===== src/rtl/alu_pkg.sv =====
// Shared definitions for the sequential 32-bit adder: data widths, the
// controller state encoding and the signed-overflow helper.
package alu_pkg;

    localparam int WORD_W = 32;
    localparam int HALF_W = 16;

    typedef enum logic [1:0] {
        ST_IDLE = 2'd0,
        ST_LOW  = 2'd1,
        ST_HIGH = 2'd2
    } state_t;

    // Two's-complement overflow: operands agree in sign but the result does not.
    function automatic logic ovf_detect(input logic a_msb, input logic b_msb, input logic s_msb);
        return (a_msb == b_msb) && (s_msb != a_msb);
    endfunction

endpackage


===== src/rtl/FullAdder16.sv =====
// 16-bit ripple adder slice, time-shared by seq_adder32 across both halves.
module FullAdder16
    import alu_pkg::*;
(
    input  logic [HALF_W-1:0] a,
    input  logic [HALF_W-1:0] b,
    input  logic              cin,
    output logic [HALF_W-1:0] s,
    output logic              cout
);

    logic [HALF_W:0] total_s;

    assign total_s = {1'b0, a} + {1'b0, b} + {{HALF_W{1'b0}}, cin};
    assign s       = total_s[HALF_W-1:0];
    assign cout    = total_s[HALF_W];

endmodule


===== src/rtl/seq_adder32.sv =====
// Sequential 32-bit add/subtract: one 16-bit adder reused for the low half
// and then the high half, result and done pulse registered.
// Optional feature: define SEQ_ADDER32_OVERFLOW_EN to add the registered
// signed-overflow output.
module seq_adder32
    import alu_pkg::*;
(
    input  logic              clk,
    input  logic              rst,
    input  logic              start,
    input  logic              sub,
    input  logic              cIn,
    input  logic [WORD_W-1:0] in1,
    input  logic [WORD_W-1:0] in2,
    output logic              busy,
    output logic              done,
    output logic [WORD_W-1:0] sum,
    output logic              cOut
`ifdef SEQ_ADDER32_OVERFLOW_EN
    ,
    output logic              overflow
`endif
);

    state_t            state_r;
    logic [WORD_W-1:0] a_r;
    logic [WORD_W-1:0] b_r;          // already inverted for subtract
    logic [WORD_W-1:0] sum_r;
    logic              carry_in_r;   // carry into bit 0 (1 for subtract)
    logic              carry_int_r;  // carry from bit 15 into bit 16
    logic              cout_r;
    logic              done_r;
`ifdef SEQ_ADDER32_OVERFLOW_EN
    logic              ovf_r;
`endif

    logic [HALF_W-1:0] fa_a_s;
    logic [HALF_W-1:0] fa_b_s;
    logic [HALF_W-1:0] fa_s_s;
    logic              fa_ci_s;
    logic              fa_co_s;

    // Route the operand half and carry-in matching the current phase into the shared adder.
    always_comb begin
        fa_a_s  = a_r[HALF_W-1:0];
        fa_b_s  = b_r[HALF_W-1:0];
        fa_ci_s = carry_in_r;
        case (state_r)
            ST_HIGH: begin
                fa_a_s  = a_r[WORD_W-1:HALF_W];
                fa_b_s  = b_r[WORD_W-1:HALF_W];
                fa_ci_s = carry_int_r;
            end
            default: begin
                fa_a_s  = a_r[HALF_W-1:0];
                fa_b_s  = b_r[HALF_W-1:0];
                fa_ci_s = carry_in_r;
            end
        endcase
    end

    FullAdder16 u_fa (
        .a    (fa_a_s),
        .b    (fa_b_s),
        .cin  (fa_ci_s),
        .s    (fa_s_s),
        .cout (fa_co_s)
    );

    // Controller: capture operands, low half, high half, then a one-cycle done pulse.
    always_ff @(posedge clk) begin
        if (rst) begin
            state_r     <= ST_IDLE;
            a_r         <= {WORD_W{1'b0}};
            b_r         <= {WORD_W{1'b0}};
            sum_r       <= {WORD_W{1'b0}};
            carry_in_r  <= 1'b0;
            carry_int_r <= 1'b0;
            cout_r      <= 1'b0;
            done_r      <= 1'b0;
`ifdef SEQ_ADDER32_OVERFLOW_EN
            ovf_r       <= 1'b0;
`endif
        end else begin
            done_r <= 1'b0;
            case (state_r)
                ST_IDLE: begin
                    if (start) begin
                        a_r        <= in1;
                        b_r        <= sub ? ~in2 : in2;
                        carry_in_r <= sub ? 1'b1 : cIn;
                        state_r    <= ST_LOW;
                    end else begin
                        state_r    <= ST_IDLE;
                    end
                end
                ST_LOW: begin
                    sum_r[HALF_W-1:0] <= fa_s_s;
                    carry_int_r       <= fa_co_s;
                    state_r           <= ST_HIGH;
                end
                ST_HIGH: begin
                    sum_r[WORD_W-1:HALF_W] <= fa_s_s;
                    cout_r                 <= fa_co_s;
                    done_r                 <= 1'b1;
`ifdef SEQ_ADDER32_OVERFLOW_EN
                    ovf_r <= ovf_detect(a_r[WORD_W-1], b_r[WORD_W-1], fa_s_s[HALF_W-1]);
`endif
                    state_r                <= ST_IDLE;
                end
                default: begin
                    state_r <= ST_IDLE;
                end
            endcase
        end
    end

    assign busy = (state_r != ST_IDLE);
    assign done = done_r;
    assign sum  = sum_r;
    assign cOut = cout_r;
`ifdef SEQ_ADDER32_OVERFLOW_EN
    assign overflow = ovf_r;
`endif

endmodule

===== config.mk =====
export PLATFORM = sky130hd
export DESIGN_NAME = seq_adder32
export DESIGN_NICKNAME = d
export VERILOG_FILES = /design/src/rtl/alu_pkg.sv /design/src/rtl/FullAdder16.sv /design/src/rtl/seq_adder32.sv
export SDC_FILE = /design/constraint.sdc
export NUM_CORES = 1
export LEC_CHECK = 0
export CORE_MARGIN = 10
export CORE_UTILIZATION = 50
export CTS_BUF_LIST = sky130_fd_sc_hd__clkbuf_4 sky130_fd_sc_hd__clkbuf_8
export CTS_CLUSTER_DIAMETER = 100
export DETAILED_ROUTE_END_ITERATION = 12
export PLACE_DENSITY = 0.78
export SYNTH_ARGS = -nofsm -noshare
export SYNTH_HDL_FRONTEND = slang
export SYNTH_SLANG_ARGS = --single-unit

===== constraint.sdc =====
create_clock -name clk -period 8.2 [get_ports clk]
set_input_delay 1.64 -clock clk [delete_from_list [all_inputs] [get_ports clk]]
set_output_delay 1.64 -clock clk [all_outputs]
set_load 0.005 [all_outputs]

==> results of run 1 <==
[metal layers]
layer  GRT usage  part of all wire  vias up
met5           0                 0        -
met4      0.0693             0.016        0
met3      0.0409             0.075       13
met2       0.273              0.45      162
met1       0.244              0.46     2223
li1            -                 -     2439
[area by class of cell]
type                    instances  area, um2
multi-input cells             511       2890
repair buffers                107       1050
clock buffers                   9        124
fillers                       858       3510
flip-flops and latches        102       2040
inverters                       4       15.0
well taps                     133        166
clock inverters                 6        111
[worst max-delay path: stages, from the launching register on]
cell and delay, ns:
dfxtp_1 0.40, nand2b_2 0.53, buf_4 0.44, mux2i_1 0.30, fa_1 0.23, inv_1 0.06
fa_1 0.41, a21o_1 0.23, a221o_1 0.34, and3_1 0.26, nor3_1 0.38, o41ai_2 0.12
[state kept, by name, summed over array words and instances, names as in the netlist]
name and count:
a_r 32, b_r 32, sum 32, state_r 2, cOut 1, carry_in_r 1
carry_int_r 1, done 1
[stage by stage]
stage               instances  utilization
floorplan                 670            -
global placement          857        0.622
detailed placement        857        0.622
CTS                       872        0.646
finish                    872        0.646
global route              872        0.646
[worst paths after layout]
kind,to
worst min-delay path,sum[1]
worst max register to register,sum[12]
worst max-delay path,sum[12]
worst min register to register,sum[1]
[Yosys cell counts (all sizes together) (3+ instances only)]
master   number
nor2         47
o211ai        4
a21oi        55
a31oi         7
o21ai        13
nor2b         4
ha           15
xnor2        35
a21o          6
o41ai         6
o21a          4
and2          4
nand3        25
clkbuf       46
buf           7
mux2i         5
dfxtp       102
o2111ai       4
nand2       182
a211oi       38
nor3         19
nand2b        4
and4          3
inv           4
[power by group through the flow]
| stage | Combinational (W) | Clock (W) | Sequential (W) |
|---|---|---|---|
| global placement | 0.000226 | 0 | 0.000556 |
| finish | 0.000232 | 0.000371 | 0.000546 |
| global route | 0.000258 | 0.000399 | 0.000550 |
| detailed placement | 0.000231 | 0 | 0.000557 |
| CTS | 0.000232 | 0.000376 | 0.000546 |
| floorplan | 0.000147 | 0 | 0.000553 |
[cells by family after synthesis]
family,after synthesis
flops,102
compound gates,154
fa+ha+maj,17
mux,5
simple gates,300
xor+xnor,35
buf+inv,57
==> impl_metrics.csv, run 1 <==
group,metric,value,unit
routing,remaining_drc_errors,0,
hold_path,hold_path.class,"flop to flop",
grt,grtUsageTotal,0.181,
final_layout,num-nets-final,821,
sta,fin_worst_skew,0.00638,ns
synth,synth_area,5150,um2
sta,fmax,0.259,GHz
synth,synth_area_leader_cell,"dfxtp_1",
synth,synthXorXnorAreaFrac,0.0595,
synth,synthCells,670,
synth,synth-main-ff-cell,"dfxtp_1",
synth,synth_warnings,0,
floorplan,pin_count,104,
routing,drt_first_pass_iters,5,
floorplan,die_h,121,um
worst_setup_path,start_kind,"flop",
worst_setup_path,critPathRequiredTime,8.42,ns
worst_setup_path,worst-r2r-setup-slack,4.34,ns
pwr,swShare,0.275,
cts,cts_resized,0,
placed_design,globalplace.congestion,0.895,
cts,path_clk_slew,0.09,ns
synth,synth_adder_area_share,0.0442,
cts,ctsHoldBuffers,0,
synth,synth_nets,756,
cts,clk_latency,0.38,ns
worst_setup_path,reg2reg_from,"state_r[0]",
final_layout,diodes,0,
grt,grt_pass1_wl,22.1,mm
sta,post-route-period-util,0.470,
pwr,combPwrFrac,0.202,
pwr,power_density,179,nW/um2
final_layout,fin_area,6400,um2
routing,vias_per_cell,5.55,
floorplan,start_util,0.520,
grt,grt_pass1_vias,4497,
routing,antenna_violating_nets_post_route,0,
worst_setup_path,cp-end-kind,"flop",
floorplan,die-area,14800,um2
worst_setup_path,path_max_fanout,33,
pwr,p_sw,0.000316,W
routing,vias,4837,
grt,grt_max_degree,109,
routing,routed_wl,13.5,mm
sta,final-setup-viol-count,0,
synth,seq_area_frac_synth,0.397,
worst_setup_path,worstSetupStartpoint,"state_r[0]",
worst_setup_path,cp.arrival,4.08,ns
placed_design,portBuffers,103,
synth,synth-compound-area-share,0.202,
sta,hold_viol,0,
hold_path,worstHoldStart,"sum[1]",
sta,worst_slew_pin_slew,1.13,ns
cts,cts_tree,"yes",
sta,final.setup.worst_slack,4.34,ns
synth,ys_types,48,
hold_path,hold_path_depth,2,
cts,post_cts_buffers,0,
final_layout,drive_above_1_share,0.0419,
sta,period_needed,3.86,ns
sta,rsz0062_at_grt,"no",
run,drv_cap,0,
grt,overflow,0,
floorplan,row_count,36,
worst_setup_path,crit_type,"flop to flop",
final_layout,final_cell_mix,"182 x nand2_1, 102 x dfxtp_1, 101 x clkdlybuf4s50_1, 55 x a21oi_1, 47 x nor2_1",
synth,synth_area_per_cell,7.69,um2
routing,wl_per_cell,15.4,um
grt,antenna_found_initial,0,
pwr,internal-power,0.000833,W
sta,slew_headroom,0.245,
placed_design,dp_hpwl,10.0,mm
worst_setup_path,rr_worst_depth,11,
final_layout,area_growth_syn_to_layout,24.3,%
pwr,seq_power_share,0.475,
run_status,status,"finished clean",
synth,yosys-mux-area-fraction,0.00972,
synth,synth_edf_count,0,
floorplan,die_w,121,um
final_layout,final_common_cell,"nand2_1",
placed_design,dp_worst_setup_slack,4.36,ns
cts,ctsHtreeMaxLevel,3,
synth,synth_simple_gate_area_frac,0.245,
synth,synth_area_leaders,"dfxtp_1 40%, nand2_1 13%, xnor2_1 6.0%",
synth,synth_seq_cells,102,
sta,slew_viol_final,0,
sta,setup_tns,0,ns
pwr,peakVddDrop,0.0754,mV
synth,async_flop_share,0,
cts,clockBufferDepth,2,
cts,cts_root_buf,"clkbuf_8",
sta,hold_slack,0.458,ns
cts,clock-sinks,102,
pwr,p_leak,2.52,nW
placed_design,place_area,6170,um2
cts,numCtsBuffers,9,
floorplan,core,9910,um2
pwr,power,0.00115,W
routing,drtIter0Drc,422,
synth,synth_top_family_by_area,"simple AND/OR/NAND/NOR gates",
pwr,clkPwrFrac,0.323,
synth,synth.top_cell.area_share,0.397,
(Power assumes the default switching activity.)
==> run 2, diff against run 1 <==
==> constraint.sdc (replaced) <==
create_clock -name clk -period 3.6 [get_ports clk]
set_input_delay 0.72 -clock clk [delete_from_list [all_inputs] [get_ports clk]]
set_output_delay 0.72 -clock clk [all_outputs]
set_load 0.005 [all_outputs]
==> impl_metrics.csv, run 2 (same netlist as run 1, synthesis figures left out) <==
group,metric,value,unit
pwr,p_leak,2.52,nW
pwr,swShare,0.298,
sta,final-setup-viol-count,0,
cts,cts_root_buf,"clkbuf_8",
pwr,combPwrFrac,0.211,
worst_setup_path,cp-end-kind,"flop",
cts,ctsHtreeMaxLevel,3,
cts,clock-sinks,102,
cts,clockBufferDepth,2,
floorplan,pin_count,104,
floorplan,core,9910,um2
routing,vias_per_cell,5.53,
sta,slew_headroom,0.331,
sta,fmax,0.308,GHz
sta,slew_viol_final,0,
worst_setup_path,cp.arrival,3.51,ns
floorplan,die_h,121,um
cts,post_cts_buffers,0,
routing,antenna_violating_nets_post_route,0,
sta,hold_slack,0.462,ns
final_layout,final_cell_mix,"182 x nand2_1, 102 x dfxtp_1, 101 x clkdlybuf4s50_1, 55 x a21oi_1, 47 x nor2_1",
floorplan,row_count,36,
grt,grtUsageTotal,0.186,
placed_design,portBuffers,103,
grt,overflow,0,
worst_setup_path,crit_type,"flop to flop",
sta,hold_viol,0,
grt,grt_pass1_wl,23.2,mm
routing,drt_first_pass_iters,5,
worst_setup_path,path_max_fanout,18,
sta,fin_worst_skew,0.0172,ns
final_layout,diodes,0,
run_status,status,"finished clean",
routing,drtIter0Drc,456,
routing,vias,4838,
routing,routed_wl,13.8,mm
floorplan,start_util,0.520,
sta,period_needed,3.25,ns
floorplan,die-area,14800,um2
placed_design,dp.cells,859,
worst_setup_path,rr_worst_depth,10,
routing,remaining_drc_errors,0,
cts,clk_latency,0.36,ns
pwr,peakVddDrop,0.205,mV
worst_setup_path,start_kind,"flop",
cts,numCtsBuffers,9,
run,drv_cap,0,
placed_design,globalplace.congestion,0.905,
floorplan,die_w,121,um
routing,wl_per_cell,15.7,um
sta,setup_tns,0,ns
cts,ctsHoldBuffers,0,
hold_path,hold_path.class,"flop to flop",
pwr,seq_power_share,0.492,
cts,cts_tree,"yes",
pwr,power_density,395,nW/um2
final_layout,area_growth_syn_to_layout,24.3,%
worst_setup_path,critPathRequiredTime,3.86,ns
sta,post-route-period-util,0.902,
sta,worst_slew_pin_slew,1.00,ns
grt,antenna_found_initial,0,
pwr,internal-power,0.00178,W
cts,cts_resized,0,
placed_design,dp_hpwl,10.2,mm
final_layout,fillCellCount,907,
grt,grt_max_degree,65,
final_layout,num-nets-final,823,
final_layout,drive_above_1_share,0.0458,
pwr,p_sw,0.000755,W
hold_path,hold_path_depth,2,
pwr,clkPwrFrac,0.297,
cts,path_clk_slew,0.10,ns
sta,rsz0062_at_grt,"no",
final_layout,final_common_cell,"nand2_1",
worst_setup_path,worst-r2r-setup-slack,0.35,ns
final_layout,final-instance-count-excl-fill,875,
grt,grt_pass1_vias,4720,
run 2: cell count changes in the layout (fill, tap and decap cells not counted), sizes merged:
cell / change
inv: +2
bufinv: -2
clkinv: +1
buf: +2
run 2: metrics by stage:
stage	area [um2]	utilization	worst slack (ns)	power (W)
floorplan	5150	-	0.308	0.00159
global placement	6200	0.625	0.466	0.00179
detailed placement	6200	0.625	0.378	0.00180
CTS	6400	0.646	0.342	0.00254
global route	6400	0.646	0.0586	0.00266
finish	6400	0.646	0.352	0.00253
run 2: path summary, 6_finish.rpt:
| kind | startpoint | end |
|---|---|---|
| setup reg to reg | state_r[0] | sum[12] |
| setup / recovery | state_r[0] | sum[12] |
| hold / removal | a_r[24] | a_r[24] |
| hold reg to reg | a_r[24] | a_r[24] |
run 2: final cells by class:
type,instances,area [um2],area share
Clock buffer,9,124,0.0194
Clock inverter,7,80.1,0.0125
Inverter,4,15.0,0.00235
Multi-Input combinational cell,511,2890,0.452
Sequential cell,102,2040,0.319
Tap cell,133,166,0.0260
Timing Repair Buffer,109,1080,0.169
run 2: critical path, cell delays in order, from the launching register on:
cell      delay, ns
dfxtp_1        0.40
nand2b_2       0.40
mux2i_1        0.30
fa_1           0.23
inv_1          0.06
fa_1           0.41
a21o_1         0.23
a221o_1        0.34
and3_1         0.25
o21a_1         0.24
o41ai_2        0.31
run 2: layer usage:
layer  up-vias  global-route usage  wire [um]
met5         -                   0          0
met4         0              0.0514        198
met3        21              0.0442       1110
met2       185               0.277       5900
met1      2185               0.262       6550
li1       2447                   -          -
run 2: power groups by stage:
stage                     logic [W]  clock network [W]  registers (W)
final                      0.000534           0.000752        0.00124
after global routing       0.000594           0.000814        0.00125
after CTS                  0.000533           0.000759        0.00124
after detailed placement   0.000530                  0        0.00127
after global placement     0.000523                  0        0.00127
after floorplan            0.000335                  0        0.00126
==> run 3, diff against run 2 <==
--- a/config.mk
+++ b/config.mk
@@ -5,7 +5,7 @@
 export SDC_FILE = /design/constraint.sdc
 export NUM_CORES = 1
 export LEC_CHECK = 0
-export CORE_MARGIN = 10
+export CORE_MARGIN = 2
 export CORE_UTILIZATION = 50
 export CTS_BUF_LIST = sky130_fd_sc_hd__clkbuf_4 sky130_fd_sc_hd__clkbuf_8
 export CTS_CLUSTER_DIAMETER = 100
==> impl_metrics.csv, run 3 (same netlist as run 1, synthesis figures left out) <==
group,metric,value,unit
floorplan,die_h,105,um
final_layout,final_cell_mix,"182 x nand2_1, 102 x dfxtp_1, 101 x clkdlybuf4s50_1, 55 x a21oi_1, 47 x nor2_1",
floorplan,core,10100,um2
floorplan,die_w,105,um
routing,drtIter0Drc,194,
sta,fmax,0.314,GHz
final_layout,num-nets-final,826,
grt,grtUsageTotal,0.234,
cts,numCtsBuffers,9,
floorplan,pin_count,104,
final_layout,final_util,0.634,
pwr,peakVddDrop,0.285,mV
final_layout,fin_area,6430,um2
cts,ctsHtreeMaxLevel,3,
worst_setup_path,slowest_stage,"dfxtp_1",
final_layout,multi_input_area,2890,um2
final_layout,diodes,0,
placed_design,dp_hpwl,9.53,mm
sta,fin_worst_skew,0.0129,ns
worst_setup_path,worstSetupStartpoint,"state_r[0]",
worst_setup_path,worstSetupEndpoint,"sum[12]",
pwr,power_density,397,nW/um2
final_layout,final-instance-count-excl-fill,881,
worst_setup_path,crit_type,"flop to flop",
pwr,swShare,0.302,
cts,cts_root_buf,"clkbuf_8",
worst_setup_path,path_max_fanout,14,
sta,final.setup.worst_slack,0.418,ns
run,drv_cap,0,
placed_design,dp.cells,865,
worst_setup_path,worst-r2r-setup-slack,0.42,ns
sta,post-route-period-util,0.884,
pwr,p_sw,0.000770,W
placed_design,dp_worst_setup_slack,0.456,ns
routing,vias,4841,
run_status,status,"finished clean",
pwr,seq_power_share,0.487,
worst_setup_path,reg2reg_from,"state_r[0]",
pwr,clkPwrFrac,0.304,
sta,slew_viol_final,0,
grt,grt_pass1_wl,21.2,mm
placed_design,globalplace.congestion,0.926,
routing,routed_wl,12.9,mm
floorplan,row_count,37,
worst_setup_path,cp-end-kind,"flop",
cts,cts_resized,0,
floorplan,start_util,0.508,
worst_setup_path,critPathRequiredTime,3.89,ns
final_layout,final_common_cell,"nand2_1",
routing,antenna_violating_nets_post_route,0,
hold_path,hold_path.class,"flop to flop",
sta,setup_tns,0,ns
routing,remaining_drc_errors,0,
sta,worst_slew_pin_slew,1.03,ns
final_layout,area_growth_syn_to_layout,24.8,%
cts,clock-sinks,102,
sta,period_needed,3.18,ns
placed_design,place_area,6210,um2
worst_setup_path,crit_top_cell,"fa_1",
worst_setup_path,cp.arrival,3.47,ns
cts,ctsHoldBuffers,0,
final_layout,drive_above_1_share,0.0497,
cts,clk_latency,0.38,ns
cts,path_clk_slew,0.10,ns
cts,post_cts_buffers,0,
worst_setup_path,rr_worst_depth,10,
grt,antenna_found_initial,0,
cts,clockBufferDepth,2,
routing,vias_per_cell,5.49,
worst_setup_path,start_kind,"flop",
grt,overflow,0,
floorplan,die-area,11100,um2
pwr,combPwrFrac,0.209,
sta,final-setup-viol-count,0,
final_layout,fillCellCount,885,
routing,drt_first_pass_iters,4,
final_layout,ff_latch_area,2040,um2
worst_setup_path,r2r_end,"sum[12]",
worst_setup_path,crit_chain,"nand2b_2 -> mux2i_1 -> fa_1 -> inv_1 -> fa_1 -> a21o_1 -> a221o_1 -> and3_1 -> o21a_1 -> o41ai_2",
pwr,p_leak,2.54,nW
cts,cts_tree,"yes",
grt,grt_pass1_vias,4437,
sta,hold_viol,0,
placed_design,portBuffers,103,
sta,rsz0062_at_grt,"no",
sta,slew_headroom,0.309,
grt,grt_max_degree,62,
pwr,internal-power,0.00178,W
routing,wl_per_cell,14.7,um
worst_setup_path,slowest_delay,0.41,ns
-- run 3: per-stage QoR --
stage	total power (W)	hold slack [ns]
after CTS	0.00256	0.463
after global routing	0.00268	0.479
after floorplan	0.00159	0.436
after detailed placement	0.00180	0.448
final	0.00255	0.460
after global placement	0.00179	0.444
-- run 3: worst min-delay path by stage --
| stage | from | endpoint | slack [ns] | depth (start not counted) |
|---|---|---|---|---|
| after detailed placement | a_r[30] | a_r[30] | 0.45 | 2 |
| after CTS | a_r[24] | a_r[24] | 0.46 | 2 |
| after floorplan | a_r[16] | a_r[16] | 0.44 | 2 |
| after global placement | sum[6] | sum[6] | 0.44 | 2 |
| after global routing | a_r[30] | a_r[30] | 0.48 | 2 |
| final | a_r[24] | a_r[24] | 0.46 | 2 |
-- run 3: power groups by stage --
stage	Combinational (W)	Clock, W	Sequential [W]
2_1_floorplan	0.000335	0	0.00126
3_3_place_gp	0.000521	0	0.00127
3_5_place_dp	0.000531	0	0.00127
4_1_cts	0.000533	0.000785	0.00124
5_1_grt	0.000589	0.000836	0.00125
6_report	0.000533	0.000775	0.00124
-- run 3: area by class of cell --
| type | instances | area share |
|---|---|---|
| clock inverter | 7 | 0.0144 |
| timing repair buffer | 112 | 0.170 |
| tap | 136 | 0.0265 |
| sequential | 102 | 0.318 |
| inverter | 4 | 0.00234 |
| multi-input combinational | 511 | 0.450 |
| clock buffer | 9 | 0.0193 |
-- run 3: layer usage --
metal	track usage	up-vias	wire length, um	share of wire
li1	-	2463	-	-
met1	0.334	2217	6310	0.49
met2	0.372	149	5780	0.45
met3	0.0383	12	707	0.055
met4	0.0573	0	134	0.010
met5	0	-	0	0
-- run 3: worst max-delay path: cells and delay by family, from the launching register on --
family / cells / cell delay [ns]
and+or+nand+nor: 2 / 0.59
muxes: 1 / 0.29
adders and majority gates: 2 / 0.64
AOI/OAI and AO/OA: 4 / 1.11
buffers and inverters: 1 / 0.06
DFF: 1 / 0.41
